===== src/rtl/maclaurin_pkg.sv =====
// Shared types and Q3.28 coefficient tables for the Maclaurin series evaluator.
package maclaurin_pkg;

   typedef enum logic [1:0] {
      MODE_LN   = 2'd0,
      MODE_EXP  = 2'd1,
      MODE_SIN  = 2'd2,
      MODE_RSVD = 2'd3
   } mode_e;

   typedef enum logic [2:0] {
      StUncfg,
      StIdle,
      StCalc,
      StDone,
      StErr
   } state_e;

   // Fractional bits of the master coefficient tables
   localparam int unsigned COEF_FRAC = 28;

   typedef logic signed [31:0] coef_t;

   // ln(1+x): (-1)^(k+1)/k, rounded to nearest in Q3.28
   localparam coef_t COEF_LN [0:15] = '{
      32'sd0,          32'sd268435456, -32'sd134217728, 32'sd89478485,
      -32'sd67108864,  32'sd53687091,  -32'sd44739243,  32'sd38347922,
      -32'sd33554432,  32'sd29826162,  -32'sd26843546,  32'sd24403223,
      -32'sd22369621,  32'sd20648881,  -32'sd19173961,  32'sd17895697
   };

   // exp(x): 1/k!, rounded to nearest in Q3.28
   localparam coef_t COEF_EXP [0:15] = '{
      32'sd268435456,  32'sd268435456, 32'sd134217728,  32'sd44739243,
      32'sd11184811,   32'sd2236962,   32'sd372827,     32'sd53261,
      32'sd6658,       32'sd740,       32'sd74,         32'sd7,
      32'sd1,          32'sd0,         32'sd0,          32'sd0
   };

   // sin(x): odd terms only, alternating sign
   localparam coef_t COEF_SIN [0:15] = '{
      32'sd0,          32'sd268435456, 32'sd0,          -32'sd44739243,
      32'sd0,          32'sd2236962,   32'sd0,          -32'sd53261,
      32'sd0,          32'sd740,       32'sd0,          -32'sd7,
      32'sd0,          32'sd0,         32'sd0,          32'sd0
   };

endpackage


===== src/rtl/maclaurin_coef_rom.sv =====
// Combinational coefficient lookup, rounded from Q3.28 down to CF fractional bits.
module maclaurin_coef_rom
   import maclaurin_pkg::*;
#(
   parameter int unsigned OW = 32,
   parameter int unsigned CF = 14
) (
   input  mode_e                i_mode,
   input  logic [3:0]           i_index,
   output logic signed [OW-1:0] o_coef
);

   localparam int unsigned RSH = COEF_FRAC - CF;
   // Half an output LSB; zero when no shift is needed
   localparam logic signed [63:0] RND = (64'sd1 <<< RSH) >>> 1;

   logic signed [31:0] w_raw;

   // Select the raw table entry for the configured function
   always_comb begin
      w_raw = '0;
      case (i_mode)
         MODE_LN:  w_raw = COEF_LN[i_index];
         MODE_EXP: w_raw = COEF_EXP[i_index];
         MODE_SIN: w_raw = COEF_SIN[i_index];
         default:  w_raw = '0;
      endcase
   end

   // Round to nearest (ties up) by adding half an LSB before the arithmetic shift
   assign o_coef = OW'((64'(w_raw) + RND) >>> RSH);

endmodule


===== src/rtl/maclaurin_eval.sv =====
// Streaming Horner-rule evaluator of a truncated Maclaurin series, one multiply-add per clock,
// with saturating accumulator and sticky per-sample overflow.
module maclaurin_eval
   import maclaurin_pkg::*;
#(
   parameter int unsigned XW        = 8,
   parameter int unsigned XF        = 6,
   parameter int unsigned OW        = 32,
   parameter int unsigned CF        = 14,
   parameter int unsigned MAX_TERMS = 7,
   parameter int unsigned NW        = $clog2(MAX_TERMS + 1)
) (
   input  logic                 clk,
   input  logic                 rst,
   input  logic                 start,
   input  logic [NW-1:0]        N,
   input  logic [1:0]           mode,
   input  logic                 in_valid,
   input  logic signed [XW-1:0] X,
   output logic                 ready,
   output logic signed [OW-1:0] Y,
   output logic                 valid,
   output logic                 overflow,
   output logic                 error
);

   localparam int unsigned PW = OW + XW;
   localparam logic signed [PW-1:0] SAT_MAX = {{(XW + 1){1'b0}}, {(OW - 1){1'b1}}};
   localparam logic signed [PW-1:0] SAT_MIN = {{(XW + 1){1'b1}}, {(OW - 1){1'b0}}};

   state_e               r_state;
   mode_e                r_mode;
   logic [NW-1:0]        r_n;
   logic [NW-1:0]        r_k;
   logic signed [OW-1:0] r_acc;
   logic signed [XW-1:0] r_x;
   logic                 r_ovf;
   logic                 r_ready;
   logic                 r_valid;
   logic                 r_overflow;
   logic                 r_error;
   logic signed [OW-1:0] r_y;

   logic                 w_cfg_bad;
   logic [3:0]           w_idx;
   logic signed [OW-1:0] w_coef;
   logic signed [PW-1:0] w_acc_ext;
   logic signed [PW-1:0] w_x_ext;
   logic signed [PW-1:0] w_coef_ext;
   logic signed [PW-1:0] w_prod;
   logic signed [PW-1:0] w_sum;
   logic                 w_clip_hi;
   logic                 w_clip_lo;
   logic                 w_clip;
   logic signed [OW-1:0] w_sat;

   assign w_cfg_bad = (N == '0) || (32'(N) > MAX_TERMS) || (mode == 2'd3);

   // Accept needs c[N]; each CALC step needs c[k]
   assign w_idx = (r_state == StCalc) ? 4'(r_k) : 4'(r_n);

   maclaurin_coef_rom #(
      .OW (OW),
      .CF (CF)
   ) u_coef_rom (
      .i_mode  (r_mode),
      .i_index (w_idx),
      .o_coef  (w_coef)
   );

   // One Horner step: floor((acc*x) >> XF) + c[k], clipped to the OW signed range
   assign w_acc_ext  = PW'(r_acc);
   assign w_x_ext    = PW'(r_x);
   assign w_coef_ext = PW'(w_coef);
   assign w_prod     = w_acc_ext * w_x_ext;
   assign w_sum      = (w_prod >>> XF) + w_coef_ext;
   assign w_clip_hi  = w_sum > SAT_MAX;
   assign w_clip_lo  = w_sum < SAT_MIN;
   assign w_clip     = w_clip_hi | w_clip_lo;
   assign w_sat      = w_clip_hi ? SAT_MAX[OW-1:0] :
                       w_clip_lo ? SAT_MIN[OW-1:0] : w_sum[OW-1:0];

   // Control FSM, datapath registers and registered outputs; start overrides every state
   always_ff @(posedge clk or posedge rst) begin
      if (rst) begin
         r_state    <= StUncfg;
         r_mode     <= MODE_LN;
         r_n        <= '0;
         r_k        <= '0;
         r_acc      <= '0;
         r_x        <= '0;
         r_ovf      <= 1'b0;
         r_ready    <= 1'b0;
         r_valid    <= 1'b0;
         r_overflow <= 1'b0;
         r_error    <= 1'b0;
         r_y        <= '0;
      end else begin
         r_valid <= 1'b0;
         if (start) begin
            // Aborts any sample in flight and drops a same-cycle X
            r_n    <= N;
            r_mode <= mode_e'(mode);
            if (w_cfg_bad) begin
               r_state <= StErr;
               r_ready <= 1'b0;
               r_error <= 1'b1;
            end else begin
               r_state <= StIdle;
               r_ready <= 1'b1;
               r_error <= 1'b0;
            end
         end else begin
            case (r_state)
               StIdle, StDone: begin
                  if (in_valid) begin
                     r_acc   <= w_coef;
                     r_x     <= X;
                     r_k     <= r_n - NW'(1);
                     r_ovf   <= 1'b0;
                     r_state <= StCalc;
                     r_ready <= 1'b0;
                  end else begin
                     r_state <= StIdle;
                     r_ready <= 1'b1;
                  end
               end
               StCalc: begin
                  r_acc <= w_sat;
                  r_ovf <= r_ovf | w_clip;
                  if (r_k == '0) begin
                     r_state    <= StDone;
                     r_ready    <= 1'b1;
                     r_valid    <= 1'b1;
                     r_y        <= w_sat;
                     r_overflow <= r_ovf | w_clip;
                  end else begin
                     r_k <= r_k - NW'(1);
                  end
               end
               default: ;  // StUncfg and StErr only leave on start
            endcase
         end
      end
   end

   assign ready    = r_ready;
   assign valid    = r_valid;
   assign overflow = r_overflow;
   assign error    = r_error;
   assign Y        = r_y;

endmodule


===== config.mk =====
export PLATFORM = sky130hd
export DESIGN_NAME = maclaurin_eval
export DESIGN_NICKNAME = d
export VERILOG_FILES = /design/src/rtl/maclaurin_pkg.sv /design/src/rtl/maclaurin_coef_rom.sv /design/src/rtl/maclaurin_eval.sv
export SDC_FILE = /design/constraint.sdc
export NUM_CORES = 1
export LEC_CHECK = 0
export BUFFER_PORTS_ARGS = -buffer_cell sky130_fd_sc_hd__buf_2
export CAP_MARGIN = 20
export CORE_ASPECT_RATIO = 1.25
export CORE_MARGIN = 4
export CORE_UTILIZATION = 34
export CTS_CLUSTER_DIAMETER = 30
export CTS_CLUSTER_SIZE = 12
export DETAILED_ROUTE_END_ITERATION = 6
export MAX_ROUTING_LAYER = met4
export SYNTH_ARGS = -nofsm -noshare
export SYNTH_HDL_FRONTEND = slang
export SYNTH_SLANG_ARGS = --single-unit

===== constraint.sdc =====
create_clock -name clk -period 18.26 [get_ports clk]
set_clock_uncertainty 0.2 [all_clocks]
set_input_delay 2.739 -clock clk [delete_from_list [all_inputs] [get_ports clk]]
set_output_delay 2.739 -clock clk [all_outputs]
set_load 0.05 [all_outputs]

==> impl_metrics.toml <==
[run_status]
status = "finished, final reports clean"

[yosys]
synth-seq-cells = 87
syn-instance-count = 1668
synth_area_leaders = "fa_1 27%, dfrtp_1 15%, ha_1 9.8%"
mappedNetlistArea_um2 = 14800
synth_cell_types = 85
synth_top_area_share_pct = 26.8
syn-num-nets = 1999
synth_edf_count = 0
async_flop_share_pct = 100
synth_flop_cell = "dfrtp_1"
yosysSeqAreaShare_pct = 14.7
syn_area_per_cell_um2 = 8.87
synth_top_area_cell = "fa_1"
synth_warnings = 0

[clocking]
cts.sinks = 87
htreeDepth = 3
cts_setup_buffers = 0
clock-root-buffer = "clkbuf_16"
cts_tree = "yes"
clk_pin_slew_ns = 0.07
holdBufCountCts = 0
numCtsBuffers = 9
cts-resized-gates = 0
clk_path_buf_depth = 2
clk_latency_ns = 0.36

[setup_path]
max_stage_delay_ns = 0.87
cp.required_ns = 18.25
startpoint = "r_x[7]"
startpoint_type = "register"
path_max_fanout = 20
reg2reg_from = "r_x[7]"
worstRegToRegCells = 29
cp_slowest_cell = "a211oi_4"
reg2reg_to = "r_acc[15]"
crit_type = "reg2reg"
r2r_slack_ns = 9.00
cp-end-kind = "register"
crit_arrival_ns = 9.25

[route]
wl_per_cell_um = 17.0
route.antenna.remaining_nets = 0
vias = 11550
viasPerCell = 5.13
drt_iter0_drc = 698
dr.pass1.iters = 5
drc = 0
wl_um = 38300

[min_path]
min_path_type = "reg2reg"
holdPathStages = 2
min_to = "Y[31]"
min_from = "Y[31]"

[die]
rows = 85
core_area_um2 = 43100
design.portCount = 53
start_util_pct = 34.3
die_h_um = 241
die_area_um2 = 46900
die_x_um = 195

[sta]
tns_ns = 0
fin_crit_sh_pct = 50.7
drv_slew = 0
worstMarginPinSlew_ns = 1.08
slew_headroom_pct = 28.3
hold_viol_final = 0
rsz0062_at_grt = "false"
min_period_ns = 9.26
setup_viol = 0
max_freq_mhz = 108

[placed_design]
place_hpwl_um = 30700
gp_congestion = 0.942
io_buffer_count = 52

[finish]
nets = 2014
final_common_cell = "inv_1"
final_cell_mix = "267 x inv_1, 198 x fa_1, 190 x and2_1, 137 x nand2_1, 116 x ha_1"
drive_above_1_share_pct = 9.66
n_antenna_cell = 0
synthToLayoutAreaGrowth_pct = 7.21

[job]
maxCapViolCount = 0

[grt]
grt_pass1_vias = 12269
grt_pass1_wl_um = 64300
grt_max_degree = 47
antenna_found_initial = 0
gr-usage-all-layers_pct = 17.3
grt.overflow.total = 0
-- flip-flops by register name, summed over array words and instances, names as in the netlist, 2 cells and up --
signal and count:
r_acc 32, r_k 3, Y 32, r_mode 2, r_n 3, r_x 8
r_state 2
-- Yosys cell counts, drive strengths merged (8+ instances only) --
library cell	count
and2	190
a211oi	31
o21a	12
o21bai	11
a22oi	12
nor3	17
o21ai	56
nor2b	13
ha	116
o221ai	10
clkbuf	41
nand2b	15
xnor2	41
buf	23
nand3	16
o211ai	33
nand4	9
dfrtp	87
a31oi	10
a21oi	78
fa	198
inv	268
nor2	114
xor2	24
and3	8
nand2	138
a21o	19
-- worst max-delay path by stage --
stage,to,slack [ns]
6_report,r_acc[15],9.00
2_1_floorplan,r_acc[16],10.39
3_5_place_dp,r_acc[2],9.05
4_1_cts,r_acc[2],9.01
3_3_place_gp,r_acc[1],9.20
5_1_grt,r_acc[15],8.41
-- through the flow --
stage          util (%)  hold slack [ns]  cells  instance area (um2)  worst slack, ns
2_1_floorplan         -            0.251   1668                14800            10.39
5_1_grt            36.8            0.309   2253                15900             8.41
4_1_cts            36.7            0.294   2252                15800             9.01
3_5_place_dp       36.1            0.265   2236                15500             9.05
6_report           36.8            0.288   2253                15900             9.00
3_3_place_gp       36.1            0.264   2236                15500             9.20
-- cells by family after synthesis --
logic type	count (synthesis)	synth area share, %
muxes	14	1.01
DFF	87	14.7
buffers and inverters	332	9.08
xor gates and xnor gates	65	3.85
and+or+nand+nor	543	19.0
AOI/OAI and AO/OA	313	15.8
adders and majority gates	314	36.6
-- cell type report --
type                            count  area [um2]
Fill cell                        4404       27200
Multi-Input combinational cell   1249       11300
Sequential cell                    87        2180
Inverter                          268        1010
Tap cell                          565         707
Timing Repair Buffer               68         400
Clock buffer                       10         239
Clock inverter                      6        46.3
-- routing by layer --
layer	up-vias	track usage (%)	share of wire (%)
li1	5424	-	-
met1	5818	22.2	45
met4	0	5.39	2.9
met3	62	1.47	2.7
met5	-	-	0
met2	246	29.4	49
-- worst max-delay path: cells and delay by family (launching register included) --
kind	cells	cell delay (ns)
adders and majority gates	6	2.86
AOI/OAI and AO/OA	15	3.93
and+or+nand+nor	2	0.23
xor gates and xnor gates	1	0.22
buffers and inverters	5	1.08
DFF	1	0.55
Power is left out: the tool's default activity adds up to more than one toggle a clock period on the data nets, which glitch-free logic cannot reach.
